## src/rtl/cpu_io_pkg.sv

```systemverilog
// Shared widths and defaults for the CPU I/O host block.
package cpu_io_pkg;

  localparam int DATA_W = 8;
  localparam int DEPTH_LOG2_DEF = 3;
  localparam logic [DATA_W-1:0] EMPTY_VALUE_DEF = 8'h00;
  localparam int LEVEL_W_DEF = DEPTH_LOG2_DEF + 1;

  // Width of an occupancy counter that must be able to hold DEPTH itself.
  function automatic int level_w(input int depth_log2);
    return depth_log2 + 1;
  endfunction

endpackage

```

## src/rtl/cpu_io_host_if.sv

```systemverilog
// Bundles the CPU-side I/O strobes and the two host streams of cpu_io_host.
// The slave modport is the view taken by cpu_io_host; master is the peer side.
interface cpu_io_host_if
  import cpu_io_pkg::*;
#(
  parameter int DEPTH_LOG2 = DEPTH_LOG2_DEF
) ();

  // CPU side
  logic              IEnable;
  logic              OEnable;
  logic [DATA_W-1:0] O;
  logic [DATA_W-1:0] I;

  // Host input stream (host -> CPU)
  logic [DATA_W-1:0] in_data;
  logic              in_valid;
  logic              in_ready;

  // Host output stream (CPU -> host)
  logic [DATA_W-1:0] out_data;
  logic              out_valid;
  logic              out_ready;

  // Status and control
  logic [DEPTH_LOG2:0] in_level;
  logic [DEPTH_LOG2:0] out_level;
  logic                underflow;
  logic                overflow;
  logic                clr_flags;

  modport slave (
    input  IEnable, OEnable, O, in_data, in_valid, out_ready, clr_flags,
    output I, in_ready, out_data, out_valid, in_level, out_level, underflow, overflow
  );

  modport master (
    output IEnable, OEnable, O, in_data, in_valid, out_ready, clr_flags,
    input  I, in_ready, out_data, out_valid, in_level, out_level, underflow, overflow
  );

endinterface

```

## src/rtl/cpu_io_host_byte_fifo.sv

```systemverilog
// Circular byte FIFO with an explicit occupancy counter.
// Exposes the head entry and the one behind it so the owner can present a
// lookahead byte. The caller is responsible for only pushing when there is
// room (or when a pop frees a slot in the same cycle) and only popping when
// non-empty.
module byte_fifo
  import cpu_io_pkg::*;
#(
  parameter int DEPTH_LOG2 = DEPTH_LOG2_DEF,
  parameter int WIDTH      = DATA_W
) (
  input  logic                  clk_out,
  input  logic                  rst,
  input  logic                  push,
  input  logic                  pop,
  input  logic [WIDTH-1:0]      wr_data,
  output logic [WIDTH-1:0]      head,
  output logic                  head_vld,
  output logic [WIDTH-1:0]      nxt,
  output logic                  nxt_vld,
  output logic [DEPTH_LOG2:0]   level,
  output logic                  full
);

  localparam int DEPTH = 1 << DEPTH_LOG2;
  localparam logic [DEPTH_LOG2-1:0] PTR_ONE  = {{(DEPTH_LOG2-1){1'b0}}, 1'b1};
  localparam logic [DEPTH_LOG2:0]   LVL_ONE  = {{DEPTH_LOG2{1'b0}}, 1'b1};
  localparam logic [DEPTH_LOG2:0]   LVL_FULL = {1'b1, {DEPTH_LOG2{1'b0}}};

  logic [WIDTH-1:0]      mem [DEPTH];
  logic [DEPTH_LOG2-1:0] wr_ptr;
  logic [DEPTH_LOG2-1:0] rd_ptr;
  logic [DEPTH_LOG2-1:0] rd_nxt;
  logic [DEPTH_LOG2:0]   level_q;

  assign rd_nxt = rd_ptr + PTR_ONE;

  // Pointers wrap naturally at DEPTH; level moves by at most one per cycle.
  always_ff @(posedge clk_out or posedge rst) begin
    if (rst) begin
      wr_ptr  <= '0;
      rd_ptr  <= '0;
      level_q <= '0;
    end else begin
      if (push) wr_ptr <= wr_ptr + PTR_ONE;
      if (pop)  rd_ptr <= rd_nxt;
      case ({push, pop})
        2'b10:   level_q <= level_q + LVL_ONE;
        2'b01:   level_q <= level_q - LVL_ONE;
        default: level_q <= level_q;
      endcase
    end
  end

  // Storage is not reset; validity comes only from the level counter.
  always_ff @(posedge clk_out) begin
    if (push) mem[wr_ptr] <= wr_data;
  end

  assign head     = mem[rd_ptr];
  assign nxt      = mem[rd_nxt];
  assign head_vld = (level_q != '0);
  assign nxt_vld  = (level_q > LVL_ONE);
  assign full     = (level_q == LVL_FULL);
  assign level    = level_q;

endmodule

```

## src/rtl/cpu_io_host.sv

```systemverilog
// Host-side peer of the CPU I/O port.
// The input FIFO feeds the CPU's I byte, one entry consumed per IEnable.
// The output FIFO captures O on each OEnable and is drained by the host.
// The CPU never stalls, so lost traffic is only reported through the sticky
// underflow / overflow flags.
module cpu_io_host
  import cpu_io_pkg::*;
#(
  parameter int                DEPTH_LOG2  = DEPTH_LOG2_DEF,
  parameter logic [DATA_W-1:0] EMPTY_VALUE = EMPTY_VALUE_DEF
) (
  input  logic         clk_out,
  input  logic         rst,
  cpu_io_host_if.slave bus
);

  // Input path (host -> CPU)
  logic              in_push;
  logic              in_pop;
  logic [DATA_W-1:0] in_head;
  logic              in_head_vld;
  logic [DATA_W-1:0] in_nxt;
  logic              in_nxt_vld;
  logic [DEPTH_LOG2:0] in_level;
  logic              in_full;

  // Output path (CPU -> host)
  logic              out_push;
  logic              out_pop;
  logic [DATA_W-1:0] out_head;
  logic              out_head_vld;
  logic [DATA_W-1:0] out_nxt_unused;
  logic              out_nxt_vld_unused;
  logic [DEPTH_LOG2:0] out_level;
  logic              out_full;

  // Flags
  logic underflow_set;
  logic overflow_set;
  logic underflow_q;
  logic overflow_q;

  // A full input FIFO refuses the host even when the CPU pops that cycle.
  assign in_push = bus.in_valid && !in_full;
  assign in_pop  = bus.IEnable && in_head_vld;
  assign underflow_set = bus.IEnable && !in_head_vld;

  // A full output FIFO still accepts the CPU byte if the host frees a slot now.
  assign out_pop      = out_head_vld && bus.out_ready;
  assign out_push     = bus.OEnable && (!out_full || out_pop);
  assign overflow_set = bus.OEnable && out_full && !out_pop;

  byte_fifo #(
    .DEPTH_LOG2 (DEPTH_LOG2),
    .WIDTH      (DATA_W)
  ) u_in_fifo (
    .clk_out  (clk_out),
    .rst      (rst),
    .push     (in_push),
    .pop      (in_pop),
    .wr_data  (bus.in_data),
    .head     (in_head),
    .head_vld (in_head_vld),
    .nxt      (in_nxt),
    .nxt_vld  (in_nxt_vld),
    .level    (in_level),
    .full     (in_full)
  );

  byte_fifo #(
    .DEPTH_LOG2 (DEPTH_LOG2),
    .WIDTH      (DATA_W)
  ) u_out_fifo (
    .clk_out  (clk_out),
    .rst      (rst),
    .push     (out_push),
    .pop      (out_pop),
    .wr_data  (bus.O),
    .head     (out_head),
    .head_vld (out_head_vld),
    .nxt      (out_nxt_unused),
    .nxt_vld  (out_nxt_vld_unused),
    .level    (out_level),
    .full     (out_full)
  );

  // I lookahead: while IEnable is high the head is already spoken for, so the
  // CPU must see the entry behind it. Only registered FIFO state feeds this.
  always_comb begin
    bus.I = EMPTY_VALUE;
    if (bus.IEnable) begin
      if (in_nxt_vld) bus.I = in_nxt;
    end else begin
      if (in_head_vld) bus.I = in_head;
    end
  end

  // Sticky loss flags; a new loss event in the same cycle beats the clear.
  always_ff @(posedge clk_out or posedge rst) begin
    if (rst) begin
      underflow_q <= 1'b0;
      overflow_q  <= 1'b0;
    end else begin
      if (underflow_set)      underflow_q <= 1'b1;
      else if (bus.clr_flags) underflow_q <= 1'b0;
      if (overflow_set)       overflow_q  <= 1'b1;
      else if (bus.clr_flags) overflow_q  <= 1'b0;
    end
  end

  assign bus.in_ready  = !in_full;
  assign bus.out_valid = out_head_vld;
  assign bus.out_data  = out_head_vld ? out_head : EMPTY_VALUE;
  assign bus.in_level  = in_level;
  assign bus.out_level = out_level;
  assign bus.underflow = underflow_q;
  assign bus.overflow  = overflow_q;

endmodule

```

## src/flat_wrapper.sv

```systemverilog
// flat-port wrapper written by rule: the top's interface ports become plain ports
module cpu_io_host_flat import cpu_io_pkg::*;
#(
  parameter int                DEPTH_LOG2  = DEPTH_LOG2_DEF,
  parameter logic [DATA_W-1:0] EMPTY_VALUE = EMPTY_VALUE_DEF
)
  (clk_out, rst, bus_IEnable, bus_OEnable, bus_O, bus_in_data, bus_in_valid, bus_out_ready, bus_clr_flags, bus_I, bus_in_ready, bus_out_data, bus_out_valid, bus_in_level, bus_out_level, bus_underflow, bus_overflow);
  cpu_io_host_if #(.DEPTH_LOG2(DEPTH_LOG2)) bus_i ();
  input  logic clk_out;
  input  logic rst;
  input wire logic [$bits(bus_i.IEnable)-1:0] bus_IEnable;
  input wire logic [$bits(bus_i.OEnable)-1:0] bus_OEnable;
  input wire logic [$bits(bus_i.O)-1:0] bus_O;
  input wire logic [$bits(bus_i.in_data)-1:0] bus_in_data;
  input wire logic [$bits(bus_i.in_valid)-1:0] bus_in_valid;
  input wire logic [$bits(bus_i.out_ready)-1:0] bus_out_ready;
  input wire logic [$bits(bus_i.clr_flags)-1:0] bus_clr_flags;
  output wire logic [$bits(bus_i.I)-1:0] bus_I;
  output wire logic [$bits(bus_i.in_ready)-1:0] bus_in_ready;
  output wire logic [$bits(bus_i.out_data)-1:0] bus_out_data;
  output wire logic [$bits(bus_i.out_valid)-1:0] bus_out_valid;
  output wire logic [$bits(bus_i.in_level)-1:0] bus_in_level;
  output wire logic [$bits(bus_i.out_level)-1:0] bus_out_level;
  output wire logic [$bits(bus_i.underflow)-1:0] bus_underflow;
  output wire logic [$bits(bus_i.overflow)-1:0] bus_overflow;
  assign bus_i.IEnable = bus_IEnable;
  assign bus_i.OEnable = bus_OEnable;
  assign bus_i.O = bus_O;
  assign bus_i.in_data = bus_in_data;
  assign bus_i.in_valid = bus_in_valid;
  assign bus_i.out_ready = bus_out_ready;
  assign bus_i.clr_flags = bus_clr_flags;
  assign bus_I = bus_i.I;
  assign bus_in_ready = bus_i.in_ready;
  assign bus_out_data = bus_i.out_data;
  assign bus_out_valid = bus_i.out_valid;
  assign bus_in_level = bus_i.in_level;
  assign bus_out_level = bus_i.out_level;
  assign bus_underflow = bus_i.underflow;
  assign bus_overflow = bus_i.overflow;
  cpu_io_host #(.DEPTH_LOG2(DEPTH_LOG2), .EMPTY_VALUE(EMPTY_VALUE)) u_core (.clk_out(clk_out), .rst(rst), .bus(bus_i));
endmodule
```

## config.mk

```make
export PLATFORM = sky130hd
export DESIGN_NAME = cpu_io_host_flat
export DESIGN_NICKNAME = d
export VERILOG_FILES = /design/src/rtl/cpu_io_pkg.sv /design/src/rtl/cpu_io_host_if.sv /design/src/rtl/cpu_io_host_byte_fifo.sv /design/src/rtl/cpu_io_host.sv /design/src/flat_wrapper.sv
export SDC_FILE = /design/constraint.sdc
export NUM_CORES = 1
export LEC_CHECK = 0
export BUFFER_PORTS_ARGS = -buffer_cell sky130_fd_sc_hd__buf_2
export CAP_MARGIN = 5
export CELL_PAD_IN_SITES_DETAIL_PLACEMENT = 1
export CELL_PAD_IN_SITES_GLOBAL_PLACEMENT = 1
export CORE_MARGIN = 3
export CORE_UTILIZATION = 40
export CTS_BUF_LIST = sky130_fd_sc_hd__clkbuf_4
export DETAILED_ROUTE_END_ITERATION = 7
export PLACE_DENSITY = 0.69
export RECOVER_POWER = 50
export SETUP_SLACK_MARGIN = 0.5
export SYNTH_ARGS = -nofsm -noshare
export SYNTH_HDL_FRONTEND = slang
export SYNTH_SLANG_ARGS = --single-unit
```

## constraint.sdc

```tcl
create_clock -name clk_out -period 2.54 [get_ports clk_out]
set_input_delay 0.127 -clock clk_out [delete_from_list [all_inputs] [get_ports clk_out]]
set_output_delay 0.127 -clock clk_out [all_outputs]
set_load 0.03 [all_outputs]
```

==> results.sh <==
export IMPL_min_path_type="input pin to asynchronous set/reset pin"
export IMPL_grt_util_all_layers=0.176
export IMPL_insertion_delay_ps=570
export IMPL_drtIter0Drc=203
export IMPL_fin_util=0.511
export IMPL_r2r_start="u_core.u_in_fifo.level[0]"
export IMPL_holdWs_ps=267
export IMPL_hold_viol_final=0
export IMPL_routedLengthMet1_um=5990
export IMPL_cts_tree="done"
export IMPL_antenna_found_initial=0
export IMPL_ir_worst_vdd_mv=0.586
export IMPL_diodes=0
export IMPL_rows=46
export IMPL_layout_commonest_cell="edfxtp_1"
export IMPL_max_freq_mhz=367
export IMPL_timing_final_max_slew_violations=0
export IMPL_hpwl_um=9370
export IMPL_synth_area_leaders="edfxtp_1 (58%), mux4_2 (13%), dfrtp_1 (8.3%), mux4_1 (2.4%), ha_1 (1.7%)"
export IMPL_dr_wl_met3_um=487
export IMPL_num_nets_final=506
export IMPL_via_count=3756
export IMPL_dr_max_layer_used="met4"
export IMPL_drc=0
export IMPL_yosysSeqAreaShare=0.662
export IMPL_cts_htree_levels=4
export IMPL_numCtsBuffers=17
export IMPL_total_power_mw=10.2
export IMPL_grt_pass1_vias=4099
export IMPL_synth_yosys_warnings=0
export IMPL_chipWidth_um=135
export IMPL_yosysUniqueCellTypes=47
export IMPL_grt_max_degree=23
export IMPL_rsz0062_at_grt="yes"
export IMPL_p_seq_frac=0.343
export IMPL_syn_nets=391
export IMPL_synth_top_family_by_area="multiplexers"
export IMPL_critical_path_class="register to output port"
export IMPL_critPathLaunchType="register"
export IMPL_worstPathMaxFanout=8
export IMPL_path_buf_inv=2
export IMPL_dieArea_mm2=0.0182
export IMPL_io_pins=51
export IMPL_syn_inst=359
export IMPL_met2_length_um=8340
export IMPL_worstPathCellList="ha_4 -> buf_6 -> mux4_2 -> a221o_1 -> buf_2"
export IMPL_violations="setup timing"
export IMPL_synth_area_per_cell_um2=18.5
export IMPL_final_setup_viol_count=8
export IMPL_netlist_area_mm2=0.00664
export IMPL_synth_compound_area_share=0.0364
export IMPL_path_clk_slew_ps=150
export IMPL_drt_wl_total_um=15000
export IMPL_grt_ovfl_total=0
export IMPL_period_share=1.07
export IMPL_place_gp_congestion=0.725
export IMPL_crit_path_max_incr_delay_ps=520
export IMPL_synthAdderAreaFrac=0.0170
export IMPL_startpoint="u_core.u_in_fifo.rd_ptr[0]"
export IMPL_vias_per_cell=5.34
export IMPL_yosysTopAreaCell="edfxtp_1"
export IMPL_synth_area_mux_share=0.188
export IMPL_maxCapViolations=0
export IMPL_p_leak_nw=2.85
export IMPL_cellPowerDensity_mw_per_mm2=1240
export IMPL_internal_power_mw=6.23
export IMPL_crit_slowest_cell="mux4_2"
export IMPL_coreArea_mm2=0.0161
export IMPL_end_kind="output port"
export IMPL_worstMarginPinSlew_ps=884
export IMPL_dr_pass1_iters=4
export IMPL_final_cell_mix="edfxtp_1 (128), mux4_2 (40), buf_4 (32)"
export IMPL_ys_ff_latch=150
export IMPL_drive_gt1_frac=0.390
export IMPL_fill_cells=1502
export IMPL_wl_per_cell_um=21.4
export IMPL_clockBufferDepth=2
export IMPL_required_ps=2410
export IMPL_clkPwrFrac=0.148
export IMPL_synthSimpleGateAreaFrac=0.0556
export IMPL_async_reset_ff_frac=0.147
export IMPL_setup_slack_ps=-184
export IMPL_cts_root_buf="clkbuf_4"
export IMPL_power_share_switching=0.388
export IMPL_ys_flop_type="edfxtp_1"
export IMPL_die_y_um=135
export IMPL_synth_top_area_frac=0.579
export IMPL_layout_min_cycle_time_ps=2720
export IMPL_crit_family="multiplexers"
export IMPL_regToRegSetupSlack_ps=540
export IMPL_p_sw_mw=3.96
export IMPL_detail_route_antenna_nets=0
export IMPL_crit_arrival_ps=2600
export IMPL_numPortBuffers=50
export IMPL_start_util=0.413
export IMPL_synth_edf_count=128
export IMPL_grt_pass1_wl_um=23500
export IMPL_max_slew_margin=0.410
export IMPL_areaGrowthSynthToFinish_pct=23.5
export IMPL_clock_sinks=150
export IMPL_combPwrFrac=0.509
export IMPL_finClkSkew_ps=27.6
export IMPL_status="finished with violations"
export IMPL_synth_xor_area_frac=0.0185
==> flip-flops by register name, indices dropped and copies added (netlist names) <==
name and count:
u_core.u_in_fifo.level 4, u_core.u_out_fifo.level 4, u_core.u_in_fifo.mem 64, u_core.u_out_fifo.wr_ptr 3, u_core.u_in_fifo.rd_ptr 3, u_core.u_in_fifo.wr_ptr 3
u_core.bus.overflow 1, u_core.u_out_fifo.mem 64, u_core.bus.underflow 1, u_core.u_out_fifo.rd_ptr 3
==> stage by stage <==
stage               worst slack [ps]  cell area [um^2]  setup TNS [ps]  cells
floorplan                        384              6730               0    359
global placement                 336              7250               0    624
detailed placement               265              7250               0    624
CTS                             -239              8100           -1760    693
global route                    -317              8200           -2270    703
finish                          -184              8200           -1250    703
==> power by group through the flow <==
stage / logic [mW] / clock network (mW) / registers (mW)
floorplan: 3.29 / 0 / 3.55
global placement: 4.27 / 0 / 3.50
detailed placement: 4.37 / 0 / 3.54
CTS: 5.13 / 1.56 / 3.49
global route: 5.55 / 1.68 / 3.55
finish: 5.19 / 1.51 / 3.49
==> Yosys cell counts (2+ instances only) <==
library cell and instances:
mux4_4 3, a22o_1 8, a21oi_1 3, dfrtp_1 22, edfxtp_1 128, nor2b_1 2, nand2_1 16, o21ai_0 3
mux4_1 6, ha_1 9, a31oi_1 2, xor2_1 5, inv_1 7, buf_2 3, nor2_1 26, xnor2_1 9
nand2b_1 6, mux2_2 3, o22ai_1 2, a221o_1 8, clkbuf_1 3, buf_6 4, nand3_1 5, nor3_1 6
mux2i_1 10, mux4_2 39
==> routing by layer <==
layer  vias up  global-route usage
met3        23              0.0451
met2        75               0.318
li1       1702                   -
met1      1956               0.206
met4         0              0.0532
met5         -                   0
==> cell type report <==
class / instances / area, um^2 / share of cell area
multi-input combinational: 186 / 2270 / 0.277
tap: 216 / 270 / 0.0330
clock inverter: 15 / 158 / 0.0192
sequential: 150 / 4400 / 0.537
inverter: 8 / 42.5 / 0.00519
timing repair buffer: 111 / 926 / 0.113
clock buffer: 17 / 128 / 0.0156
==> repair_timing <==
action,in CTS,in global routing
resized for setup,50,17
hold buffers,23,1
gates cloned,2,0
pin swaps,8,9
setup endpoints to repair,92,56
setup buffers,12,9
hold endpoints to repair,163,2
==> worst min-delay path, stage by stage <==
cell,delay (ps)
dlygate4sd3_1,530
buf_2,120
inv_1,630
==> cells by family (layout without fill, tap and decap cells) <==
| logic type | after synthesis | after routing |
|---|---|---|
| simple gates | 72 | 72 |
| fa+ha+maj | 9 | 9 |
| xor+xnor | 14 | 14 |
| mux | 61 | 61 |
| flops | 150 | 150 |
| buf+inv | 23 | 151 |
| compound gates | 30 | 30 |
==> final timing paths <==
path | endpoint | depth (start not counted)
worst max register to register | u_core.u_in_fifo.level[2] | 9
worst min register to register | u_core.bus.underflow | 2
max in group asynchronous | u_core.u_in_fifo.rd_ptr[0] | 3
worst max-delay path | bus_I[2] | 5
worst min-delay path | u_core.u_out_fifo.wr_ptr[2] | 3
min in group clk_out | u_core.bus.underflow | 3
Note: power is estimated with default switching activity, not from simulation.
